File: src/rtl/fpmul_scheduler.sv
// fpmul_scheduler
//   Arbitrates two requesters onto one FP multiplier pipeline of latency LAT.
//   The bench does not need this header; it documents the block's behaviour.
//   - A request is accepted when reqN_valid & reqN_ready. At most one request
//     is accepted per cycle.
//   - The accepted operands are registered onto mul_a/mul_b, and mul_valid is
//     strobed for one cycle.
//   - A valid+id tag travels LAT stages behind mul_valid. This lines the tag up
//     with mul_result. The product is then registered onto the tagged
//     requester's rspN_data and rspN_valid is pulsed.
//
// Configuration macro: FPMUL_SCHED_RR_EN
//   defined   -> round-robin arbitration on contention
//   undefined -> fixed priority, requester 0 wins
//
// Ports
//   clk, rst (sync, active-high)
//   req0_valid/req0_ready/req0_a/req0_b   requester 0 operand handshake
//   req1_valid/req1_ready/req1_a/req1_b   requester 1 operand handshake
//   hold                                  blocks new issue, in-flight ops complete
//   mul_a/mul_b/mul_valid                 issue to multiplier pipeline
//   mul_result                            product, LAT cycles after mul_valid
//   rsp0_valid/rsp0_data                  requester 0 result strobe
//   rsp1_valid/rsp1_data                  requester 1 result strobe
//   inflight                              ops accepted but not yet responded
//   idle                                  nothing in flight, nothing accepted
module fpmul_scheduler #(
  parameter int unsigned LAT = 4
) (
  input  logic        clk,
  input  logic        rst,
  input  logic        req0_valid,
  output logic        req0_ready,
  input  logic [31:0] req0_a,
  input  logic [31:0] req0_b,
  input  logic        req1_valid,
  output logic        req1_ready,
  input  logic [31:0] req1_a,
  input  logic [31:0] req1_b,
  input  logic        hold,
  output logic [31:0] mul_a,
  output logic [31:0] mul_b,
  output logic        mul_valid,
  input  logic [31:0] mul_result,
  output logic        rsp0_valid,
  output logic [31:0] rsp0_data,
  output logic        rsp1_valid,
  output logic [31:0] rsp1_data,
  output logic [3:0]  inflight,
  output logic        idle
);

  logic           grant_id;
  logic           accept;
  logic           mul_valid_q;
  logic           mul_id_q;
  logic [31:0]    mul_a_q;
  logic [31:0]    mul_b_q;
  logic [LAT-1:0] tag_v;
  logic [LAT-1:0] tag_id;
  logic           rsp0_valid_q;
  logic           rsp1_valid_q;
  logic [31:0]    rsp0_data_q;
  logic [31:0]    rsp1_data_q;
  logic [3:0]     inflight_q;
  logic           rsp_done;
  logic           tag_hit0;
  logic           tag_hit1;

`ifdef FPMUL_SCHED_RR_EN
  // rr_ptr names the requester that wins the next contention.
  logic rr_ptr;

  always_comb grant_id = (req0_valid & req1_valid) ? rr_ptr : ~req0_valid;

  always_ff @(posedge clk) begin
    if (rst)         rr_ptr <= 1'b0;
    else if (accept) rr_ptr <= ~grant_id;
  end
`else
  always_comb grant_id = ~req0_valid;
`endif

  assign req0_ready = ~rst & ~hold & req0_valid & ~grant_id;
  assign req1_ready = ~rst & ~hold & req1_valid &  grant_id;
  assign accept     = req0_ready | req1_ready;

  // Issue stage
  always_ff @(posedge clk) begin
    if (rst) begin
      mul_valid_q <= 1'b0;
      mul_id_q    <= 1'b0;
      mul_a_q     <= '0;
      mul_b_q     <= '0;
    end else begin
      mul_valid_q <= accept;
      if (accept) begin
        mul_id_q <= grant_id;
        mul_a_q  <= grant_id ? req1_a : req0_a;
        mul_b_q  <= grant_id ? req1_b : req0_b;
      end
    end
  end

  // Tag pipeline: stage LAT-1 lines up with mul_result
  always_ff @(posedge clk) begin
    if (rst) begin
      tag_v  <= '0;
      tag_id <= '0;
    end else begin
      tag_v  <= {tag_v[LAT-2:0], mul_valid_q};
      tag_id <= {tag_id[LAT-2:0], mul_id_q};
    end
  end

  assign tag_hit0 = tag_v[LAT-1] & ~tag_id[LAT-1];
  assign tag_hit1 = tag_v[LAT-1] &  tag_id[LAT-1];

  // Response stage
  always_ff @(posedge clk) begin
    if (rst) begin
      rsp0_valid_q <= 1'b0;
      rsp1_valid_q <= 1'b0;
      rsp0_data_q  <= '0;
      rsp1_data_q  <= '0;
    end else begin
      rsp0_valid_q <= tag_hit0;
      rsp1_valid_q <= tag_hit1;
      if (tag_hit0) rsp0_data_q <= mul_result;
      if (tag_hit1) rsp1_data_q <= mul_result;
    end
  end

  assign rsp_done = rsp0_valid_q | rsp1_valid_q;

  always_ff @(posedge clk) begin
    if (rst)                       inflight_q <= '0;
    else if (accept & ~rsp_done)   inflight_q <= inflight_q + 4'd1;
    else if (~accept & rsp_done)   inflight_q <= inflight_q - 4'd1;
  end

  // Outputs are masked while rst is high. Reset values therefore show in the
  // same cycle rst is sampled, not one cycle later.
  assign mul_valid  = ~rst & mul_valid_q;
  assign mul_a      = rst ? '0 : mul_a_q;
  assign mul_b      = rst ? '0 : mul_b_q;
  assign rsp0_valid = ~rst & rsp0_valid_q;
  assign rsp1_valid = ~rst & rsp1_valid_q;
  assign rsp0_data  = rst ? '0 : rsp0_data_q;
  assign rsp1_data  = rst ? '0 : rsp1_data_q;
  assign inflight   = rst ? '0 : inflight_q;
  assign idle       = (inflight == 4'd0) & ~accept;

endmodule

File: config.mk
export PLATFORM = sky130hd
export DESIGN_NAME = fpmul_scheduler
export DESIGN_NICKNAME = d
export VERILOG_FILES = /design/src/rtl/fpmul_scheduler.sv
export SDC_FILE = /design/constraint.sdc
export NUM_CORES = 1
export LEC_CHECK = 0
export CAP_MARGIN = 20
export CORE_MARGIN = 1
export CORE_UTILIZATION = 30
export CTS_CLUSTER_SIZE = 14
export DETAILED_ROUTE_END_ITERATION = 7
export MAX_ROUTING_LAYER = met4
export PLACE_DENSITY = 0.67
export SLEW_MARGIN = 40
export SYNTH_ARGS = -nofsm -noshare
export SYNTH_HDL_FRONTEND = slang
export SYNTH_SLANG_ARGS = --single-unit
File: constraint.sdc
create_clock -name clk -period 7.2 [get_ports clk]
set_input_delay 1.44 -clock clk [delete_from_list [all_inputs] [get_ports clk]]
set_output_delay 1.44 -clock clk [all_outputs]
set_load 0.05 [all_outputs]
# Yosys cells after proc, flatten, opt, wreduce, memory -nomap -nowiden
# Cells that the tools add are included.
# word_totals
reg_bits	144
latch_bits	0
ramBits	0
mem_bits_ro	0
wordCells	45
n_memories	0
# op_classes
n_addsub	2
multipliers	0
div_mod_pow	0
order_cmp	0
n_eq_ne	0
shift	0
muxes	9
bitwise	21
reduce_logical	2
# op_table
cell	count
2-to-1 mux 32 bit	6
bitwise AND 1 bit	13
2-to-1 mux 4 bit	3
inverter 1 bit	6
adder 4 x 1 -> 4 bit, second input constant	1
logical NOT 4 bit	1
subtractor 4 x 1 -> 4 bit, second input constant	1
OR 1 bit	2
nonzero test 2 bit	1

# Longest topological paths before layout
# Gate-level depths: netlist (run 1).
# logic_depth
ltp_word	9
ltp_mapped	12
mapped_depth_nobuf	9

# Least setup slack after synthesis (run 1)
# No wires, ideal clock.
# synth_timing
path_kind	in2out
from	input port rst
to	output port req1_ready
arrival_ps	3615
t_required_ps	5760
setup_slack_ps	2145
cell_stages	4
n_path_buf	3
path_cell_list	buf_4 > buf_2 > clkbuf_1 > nor4b_1
# synth_via
elab_chain_cells	4
# synth_lines
item	line_no	source
start: declaration	31	input logic rst,
inverter 1 bit	85	assign req1_ready = ~rst & ~hold & req1_valid & grant_id;
bitwise AND 1 bit (3 in a row)	85	
end: declaration	37	output logic req1_ready,
# Every way passes these cells.

# Worst setup path in the final report (run 1)
# layout_timing
from	input port rst
to	output port idle
# layout_via
elab_chain_cells	7
elab_cells_between_ends	11
cone_classes	mux: 1; bitwise: 9; reduce/logical: 1
# layout_lines
item	line_no	source
inverter 1 bit	84, 85	
bitwise AND 1 bit	84, 85	
bitwise AND 1 bit, on equally long branches (2 in a row)	84, 85	
OR 1 bit	86	assign accept = req0_ready | req1_ready;
inverter 1 bit	152	assign idle = (inflight == 4'd0) & ~accept;
bitwise AND 1 bit (*)	152	
end: declaration	50	output logic idle
# Mark *: on every way between the ends. The rest lies on a longest branch, timed or not.

==> flow_metrics.tcl, run 1 <==
set metrics [dict create \
    path_clk_slew_ns 0.06 \
    worstMarginPinSlew_ns 0.817 \
    syn_area_per_cell_um2 9.97 \
    cts_max_path_buffers 2 \
    num_rows 52 \
    synth.distinct_cells 30 \
    synthSimpleGateAreaFrac_pct 19.9 \
    crit_family "buffers and inverters" \
    grt_usage_pct 17.2 \
    clock_skew_ns 0.0114 \
    worst-path-buf-inv 3 \
    setup_viol 0 \
    slew_headroom_pct 45.5 \
    route.detailed.drc 0 \
    p_per_area_mw_per_mm2 198 \
    synthMuxAreaShare_pct 10.4 \
    cts_tree "yes" \
    crit_path_max_fanout 115 \
    clock-sinks 144 \
    final_util_pct 49.2 \
    yosys_warnings 0 \
    syn-cell-area_mm2 0.00636 \
    slowest_stage "clkdlybuf4s50_1" \
    grt_max_degree 116 \
    clk_latency_ns 0.42 \
    synth_xor_area_share_pct 0.275 \
    antenna_found_initial 0 \
    die_area_mm2 0.0218 \
    worstPathArrival_ns 3.75 \
    cts_root_buffer "clkbuf_16" \
    final-hold-violation-count 0 \
    hold_path.class "reg2reg" \
    fin_crit_sh_pct 72.1 \
    leakage_nw 3.80 \
    cp.required_ns 5.76 \
    area_growth_pct 58.7 \
    crit_chain "clkbuf_8, nor3_4, buf_4, nor4_1, clkdlybuf4s50_1" \
    worstSetupPathType "in2out" \
    tns_ns 0 \
    hold_buffers 0 \
    initial_core_util_pct 31.0 \
    chipHeight_um 148 \
    cts_resized 0 \
    dpl.hpwl_um 12700 \
    start_kind "input pin" \
    grt.overflow.total 0 \
    syn_nets 807 \
    finalCriticalPeriod_ns 5.19 \
    multi_input_area_mm2 0.00319 \
    n_antenna_cell 0 \
    firstDrtPassIters 4 \
    nFillCells 1932 \
    seq_area_frac_synth_pct 45.3 \
    grt_pass1_wl_um 28000 \
    place_congestion 0.759 \
    wl_per_cell_um 15.2 \
    numCtsBuffers 17 \
    post_route_cells_drive_above_1_share_pct 7.28 \
    htreeDepth 4 \
    initialDrtViolationCount 139 \
    vias 5396 \
    routed_wl_um 18100 \
    status "finished, final reports clean" \
    drv_cap 0 \
    synth_compound_area_share_pct 18.5 \
    peakVddDrop_mv 0.129 \
    synth_top_family_by_area "simple AND/OR/NAND/NOR gates" \
    drtAntennaViolNets 0 \
    core_mm2 0.0205 \
    syn_inst 638 \
    slew_violations 0 \
    slowest_delay_ns 0.87 \
    synth.ff_latch_count 144 \
    rsz0062_at_grt "false" \
    final_nets 1076 \
    grt_pass1_vias 5125 \
    die_w_um 148 \
    port_buffers 302 \
    critPathCaptureType "output port" \
    via_per_inst 4.53 \
    synth_fa_ha_area_share_pct 0.905 \
    ff_latch_area_mm2 0.00288 \
    ios 303 \
    max_freq_mhz 193 \
    cts_setup_buffers 0 \
]
[flip-flops by register name, indices dropped and copies added, names as in the netlist]
register / cells
rsp1_valid_q: 1
mul_a_q: 32
mul_b_q: 32
rsp0_valid_q: 1
mul_id_q: 1
rsp0_data_q: 32
mul_valid_q: 1
inflight_q: 4
rsp1_data_q: 32
tag_v: 4
tag_id: 4
[worst register-to-register path: stages, from the launching register on]
cell and delay, ns:
dfxtp_1 0.31, nor2_1 0.21, ha_1 0.21, inv_1 0.09, ha_1 0.33, a21oi_1 0.19, a211oi_1 0.10, a31oi_1 0.16
mux2_2 0.34
[cell families (layout without fill, tap and decap cells)]
kind of cell | Yosys count | after routing
simple gates | 226 | 226
flops | 144 | 144
compound gates | 134 | 134
mux | 66 | 66
buf+inv | 62 | 344
fa+ha+maj | 4 | 4
xor+xnor | 2 | 2
[cell usage after synthesis]
cell type    n  area, µm²
nor2b_1    127        795
mux2i_1     65        651
and2b_1     16        120
nand2_1      1       3.75
o22a_1      64        561
ha_1         3       37.5
a31oi_1      1       6.26
xor2_1       1       8.76
or2_2        1       6.26
inv_1        2       7.51
mux2_2       1       11.3
nor4b_1      1       8.76
nor2_2       2       12.5
a211oi_1    46        345
nor3b_1      1       7.51
clkbuf_4     2       15.0
a21oi_1      3       15.0
a211oi_2    20        250
clkbuf_1    27        101
nand2b_1     1       6.26
fa_1         1       20.0
buf_2       23        115
nor3_4       1       16.3
xnor2_1      1       8.76
nor3_1       1       5.00
nor2_1      72        270
buf_4        8       60.1
dfxtp_1    144       2880
nand3_1      1       5.00
nor4_1       1       6.26
[routing by layer]
metal,global-route usage [%],vias up,wire (µm)
li1,-,2772,-
met1,21.1,2396,8150
met2,25.7,210,8110
met3,6.23,18,1550
met4,6.39,0,328
met5,-,-,0
[power by group]
| part | switching (mW) | total [mW] | internal, mW |
|---|---|---|---|
| Sequential | 0.0124 | 0.838 | 0.826 |
| Combinational | 0.168 | 0.331 | 0.163 |
| Clock | 0.352 | 0.825 | 0.474 |
[cells in the final DEF, fill, tap and decap left out, types with 6 or more instances in the layout]
| cell type | count |
|---|---|
| dfxtp_1 | 144 |
| mux2i_1 | 65 |
| a211oi_2 | 20 |
| and2b_1 | 16 |
| clkinv_2 | 6 |
| o22a_1 | 64 |
| a211oi_1 | 46 |
| nor2_1 | 71 |
| clkbuf_16 | 17 |
| nor2b_1 | 127 |
| clkdlybuf4s50_1 | 300 |
[layout make-up]
cell class | instances | area share [%]
Timing Repair Buffer | 310 | 31.0
Multi-Input combinational cell | 432 | 31.6
Tap cell | 270 | 3.35
Sequential cell | 144 | 28.6
Clock inverter | 14 | 1.18
Inverter | 2 | 0.0744
Clock buffer | 18 | 4.25
[metrics by stage]
step	area [µm²]	hold WS (ns)	instances	total power, mW	worst slack [ns]
after floorplan	6360	0.414	638	1.04	2.15
after global placement	9500	0.416	1156	1.19	1.95
after detailed placement	9540	0.422	1158	1.19	1.92
after CTS	10100	0.437	1190	2.03	1.93
after global routing	10100	0.458	1190	2.09	1.83
final	10100	0.435	1190	1.99	2.01
[final timing paths]
path	start	depth (start not counted)	endpoint	slack, ns
min	tag_v[2]	1	tag_v[3]	0.44
max	rst	5	idle	2.01
max reg2reg	rsp1_valid_q	8	inflight_q[3]	5.15
min reg2reg	tag_v[2]	1	tag_v[3]	0.44
Power figures use the tool's default switching activity.
==> run 2: changes to the inputs <==
--- a/config.mk
+++ b/config.mk
@@ -11,7 +11,7 @@
 export CTS_CLUSTER_SIZE = 14
 export DETAILED_ROUTE_END_ITERATION = 7
 export MAX_ROUTING_LAYER = met4
-export PLACE_DENSITY = 0.67
+export PLACE_DENSITY = 0.69
 export SLEW_MARGIN = 40
 export SYNTH_ARGS = -nofsm -noshare
 export SYNTH_HDL_FRONTEND = slang
==> constraint.sdc (replaced) <==
create_clock -name clk -period 4.5 [get_ports clk]
set_input_delay 0.9 -clock clk [delete_from_list [all_inputs] [get_ports clk]]
set_output_delay 0.9 -clock clk [all_outputs]
set_load 0.05 [all_outputs]
==> flow_metrics.tcl, run 2 (synthesized netlist as in run 1, its figures left out) <==
set metrics [dict create \
    fin_crit_sh_pct 79.5 \
    wl_per_cell_um 14.9 \
    routed_wl_um 17800 \
    grt_max_degree 81 \
    die_area_mm2 0.0218 \
    slew_headroom_pct 46.4 \
    grt_usage_pct 17.1 \
    crit_path_max_fanout 80 \
    r2r_slack_ns 2.44 \
    max_freq_mhz 280 \
    p_per_area_mw_per_mm2 320 \
    die_w_um 148 \
    cts_setup_buffers 0 \
    hold_buffers 0 \
    htreeDepth 4 \
    path_clk_slew_ns 0.06 \
    final_nets 1084 \
    firstDrtPassIters 4 \
    post_route_cells_drive_above_1_share_pct 8.30 \
    p_int_mw 2.37 \
    finalCriticalPeriod_ns 3.58 \
    critPathCaptureType "output port" \
    initial_core_util_pct 31.0 \
    cts_root_buffer "clkbuf_16" \
    initialDrtViolationCount 97 \
    place_area_mm2 0.00956 \
    place_ws_ns 0.911 \
    setup_viol 0 \
    grt_pass1_wl_um 28000 \
    setup_ws_ns 0.923 \
    p_sw_share_pct 27.2 \
    power_frac_comb_pct 16.3 \
    grt_pass1_vias 5225 \
    drv_cap 0 \
    vias 5425 \
    via_per_inst 4.53 \
    start_kind "input pin" \
    drtAntennaViolNets 0 \
    rsz0062_at_grt "false" \
    slew_violations 0 \
    clock-sinks 144 \
    p_sw_mw 0.886 \
    seqPwrFrac_pct 41.3 \
    clk_latency_ns 0.42 \
    worstPathArrival_ns 2.68 \
    worstSetupPathType "in2out" \
    peakVddDrop_mv 0.216 \
    worstMarginPinSlew_ns 0.804 \
    num_rows 52 \
    port_buffers 302 \
    clock_skew_ns 0.00553 \
    final_common_cell "clkdlybuf4s50_1" \
    core_mm2 0.0205 \
    area_growth_pct 59.8 \
    status "finished, final reports clean" \
    final_cell_mix "clkdlybuf4s50_1 (299), dfxtp_1 (144), nor2b_1 (127), nor2_1 (71), mux2i_1 (65)" \
    antenna_found_initial 0 \
    tns_ns 0 \
    cp.required_ns 3.60 \
    leakage_nw 3.86 \
    route.detailed.drc 0 \
    place_congestion 0.748 \
    numCtsBuffers 17 \
    cts_max_path_buffers 2 \
    final-hold-violation-count 0 \
    hold_ws_ns 0.433 \
    hold_path.class "reg2reg" \
    cts_resized 0 \
    dpl.hpwl_um 12800 \
    cts_tree "yes" \
    n_antenna_cell 0 \
    ios 303 \
    p_clk_share_pct 42.3 \
    chipHeight_um 148 \
    grt.overflow.total 0 \
    finalInstanceArea_mm2 0.0102 \
]
==> run 2: cell types whose count changed in the layout (fill, tap and decap cells not counted), sizes merged <==
cell | before | now
inv | 3 | 11
clkinvlp | 4 | 1
clkinv | 8 | 4
clkdlybuf4s50 | 300 | 299
clkbuf | 19 | 18
buf | 9 | 18
==> run 2: final cells by class <==
cell class | count | area, µm²
Inverter | 2 | 7.51
Timing Repair Buffer | 318 | 3170
Sequential cell | 144 | 2880
Clock inverter | 15 | 148
Clock buffer | 17 | 425
Multi-Input combinational cell | 432 | 3190
Fill cell | 1964 | 10300
Tap cell | 270 | 338
==> run 2: per-stage QoR <==
step	instances	power [mW]	utilization, %
after global placement	1165	1.90	46.6
after CTS	1197	3.31	49.5
final	1198	3.25	49.6
after detailed placement	1165	1.91	46.7
after floorplan	638	1.66	-
after global routing	1198	3.41	49.6
==> run 2: power by group through the flow <==
stage	Combinational (mW)	Sequential, mW	Clock [mW]
floorplan	0.298	1.36	0
global placement	0.531	1.37	0
detailed placement	0.536	1.37	0
CTS	0.539	1.34	1.43
global route	0.570	1.35	1.49
finish	0.531	1.34	1.38
==> run 2: per-layer routing <==
layer	vias to the layer above	part of all wire, %	track usage [%]
li1	2798	-	-
met1	2411	43	20.2
met2	204	48	27.7
met3	12	8.0	5.77
met4	0	0.73	4.33
met5	-	0	-
==> run 2: critical path: stages <==
cell     delay, ns
buf_6         0.46
buf_4         0.32
nor2b_1       0.08
or2_2         0.29
nor4_1        0.30
buf_4         0.28
==> run 2: final timing paths <==
| check | startpoint | endpoint | cells past startpoint |
|---|---|---|---|
| hold / removal | tag_id[0] | tag_id[1] | 1 |
| setup / recovery | rst | idle | 6 |
| hold reg to reg | tag_id[0] | tag_id[1] | 1 |
| setup reg to reg | rsp1_valid_q | inflight_q[3] | 8 |
==> run 3: changes to the inputs <==
--- a/config.mk
+++ b/config.mk
@@ -11,7 +11,7 @@
 export CTS_CLUSTER_SIZE = 14
 export DETAILED_ROUTE_END_ITERATION = 7
 export MAX_ROUTING_LAYER = met4
-export PLACE_DENSITY = 0.69
+export PLACE_DENSITY = 0.67
 export SLEW_MARGIN = 40
 export SYNTH_ARGS = -nofsm -noshare
 export SYNTH_HDL_FRONTEND = slang
==> constraint.sdc (replaced) <==
create_clock -name clk -period 3.37 [get_ports clk]
set_input_delay 0.674 -clock clk [delete_from_list [all_inputs] [get_ports clk]]
set_output_delay 0.674 -clock clk [all_outputs]
set_load 0.05 [all_outputs]
==> flow_metrics.tcl, run 3 (synthesized netlist as in run 1, its figures left out) <==
set metrics [dict create \
    final_common_cell "clkdlybuf4s50_1" \
    ff_latch_area_mm2 0.00288 \
    cts_tree "yes" \
    drtAntennaViolNets 0 \
    setup_viol 0 \
    slew_headroom_pct 50.6 \
    hold_path_depth 1 \
    finalCriticalPeriod_ns 3.02 \
    nFillCells 1918 \
    peakVddDrop_mv 0.276 \
    via_per_inst 4.63 \
    placed_cells_incl_taps 1166 \
    r2r_slack_ns 1.40 \
    critPathCaptureType "output port" \
    die_area_mm2 0.0218 \
    numCtsBuffers 17 \
    start_kind "input pin" \
    r2r_cells 8 \
    worstMarginPinSlew_ns 0.740 \
    final_cell_mix "clkdlybuf4s50_1 (285), dfxtp_1 (144), nor2b_1 (127), nor2_1 (71), mux2i_1 (65)" \
    firstDrtPassIters 4 \
    grt_usage_pct 17.8 \
    area_growth_pct 60.2 \
    stdcell_count 1199 \
    cp.required_ns 2.70 \
    fin_crit_sh_pct 89.6 \
    htreeDepth 4 \
    grt.overflow.total 0 \
    cts_resized 0 \
    final-hold-violation-count 0 \
    core_mm2 0.0205 \
    chipHeight_um 148 \
    max_freq_mhz 331 \
    slew_violations 0 \
    clock-sinks 144 \
    drv_cap 0 \
    crit_path_max_fanout 85 \
    status "finished, final reports clean" \
    port_buffers 302 \
    leakage_nw 3.91 \
    num_rows 52 \
    routed_wl_um 18500 \
    path_clk_slew_ns 0.07 \
    tns_ns 0 \
    route.detailed.drc 0 \
    grt_pass1_wl_um 29600 \
    ios 303 \
    min_from "tag_v[1]" \
    multi_input_area_mm2 0.00319 \
    initial_core_util_pct 31.0 \
    post_route_cells_drive_above_1_share_pct 9.91 \
    worstSetupPathType "in2out" \
    dpl.hpwl_um 13000 \
    cts_setup_buffers 0 \
    cts_root_buffer "clkbuf_16" \
    die_w_um 148 \
    clk_latency_ns 0.41 \
    place_congestion 0.777 \
    cts_max_path_buffers 2 \
    p_per_area_mw_per_mm2 441 \
    r2r-end "inflight_q[3]" \
    r2r-start "rsp1_valid_q" \
    grt_pass1_vias 5629 \
    wl_per_cell_um 15.4 \
    worstPathArrival_ns 2.35 \
    initialDrtViolationCount 140 \
    min_to "tag_v[2]" \
    rsz0062_at_grt "false" \
    hold_path.class "reg2reg" \
    antenna_found_initial 1 \
    grt_max_degree 129 \
    vias 5546 \
    hold_buffers 0 \
    final_nets 1084 \
    clock_skew_ns 0.00848 \
]
## run 3: report_power, final
group	total [mW]	internal [mW]	switching (mW)
Clock	1.98	1.21	0.777
Sequential	1.80	1.76	0.0310
Combinational	0.718	0.358	0.360
## run 3: worst max-delay path, stage by stage
cell and delay (ns):
buf_6 0.46, buf_4 0.31, nor2b_1 0.08, clkdlybuf4s50_1 0.73
## run 3: metrics by stage
| stage | setup WS [ns] | hold slack, ns | utilization [%] | power (mW) | area (µm²) |
|---|---|---|---|---|---|
| 2_1_floorplan | 0.213 | 0.414 | - | 2.22 | 6370 |
| 3_3_place_gp | 0.327 | 0.417 | 46.7 | 2.55 | 9560 |
| 3_5_place_dp | 0.278 | 0.422 | 46.7 | 2.55 | 9560 |
| 4_1_cts | 0.328 | 0.433 | 49.7 | 4.57 | 10200 |
| 5_1_grt | 0.247 | 0.453 | 49.7 | 4.71 | 10200 |
| 6_report | 0.349 | 0.431 | 49.7 | 4.50 | 10200 |
## run 3: how the worst max path moves through the flow
stage / from / to / slack (ns) / depth (start not counted)
2_1_floorplan: rst / req0_ready / 0.21 / 5
3_3_place_gp: rst / mul_a[10] / 0.33 / 4
3_5_place_dp: req1_valid / inflight_q[3] / 0.28 / 10
4_1_cts: rst / mul_a[23] / 0.33 / 4
5_1_grt: rst / mul_a[23] / 0.25 / 4
6_report: rst / rsp1_data[13] / 0.35 / 4
## run 3: cell type report
cell class / instances / share of cell area, %
antenna: 1 / 0.0246
clock buffer: 19 / 4.35
clock inverter: 13 / 1.76
inverter: 2 / 0.0737
multi-input combinational: 432 / 31.3
sequential: 144 / 28.3
tap: 270 / 3.32
timing repair buffer: 318 / 30.8
## run 3: metal layers
layer / global-route usage, % / up-vias / wire (µm)
met2: 28.9 / 200 / 8660
met4: 3.71 / 0 / 133
met1: 21.4 / 2549 / 8270
li1: - / 2789 / -
met5: - / - / 0
met3: 5.77 / 8 / 1450
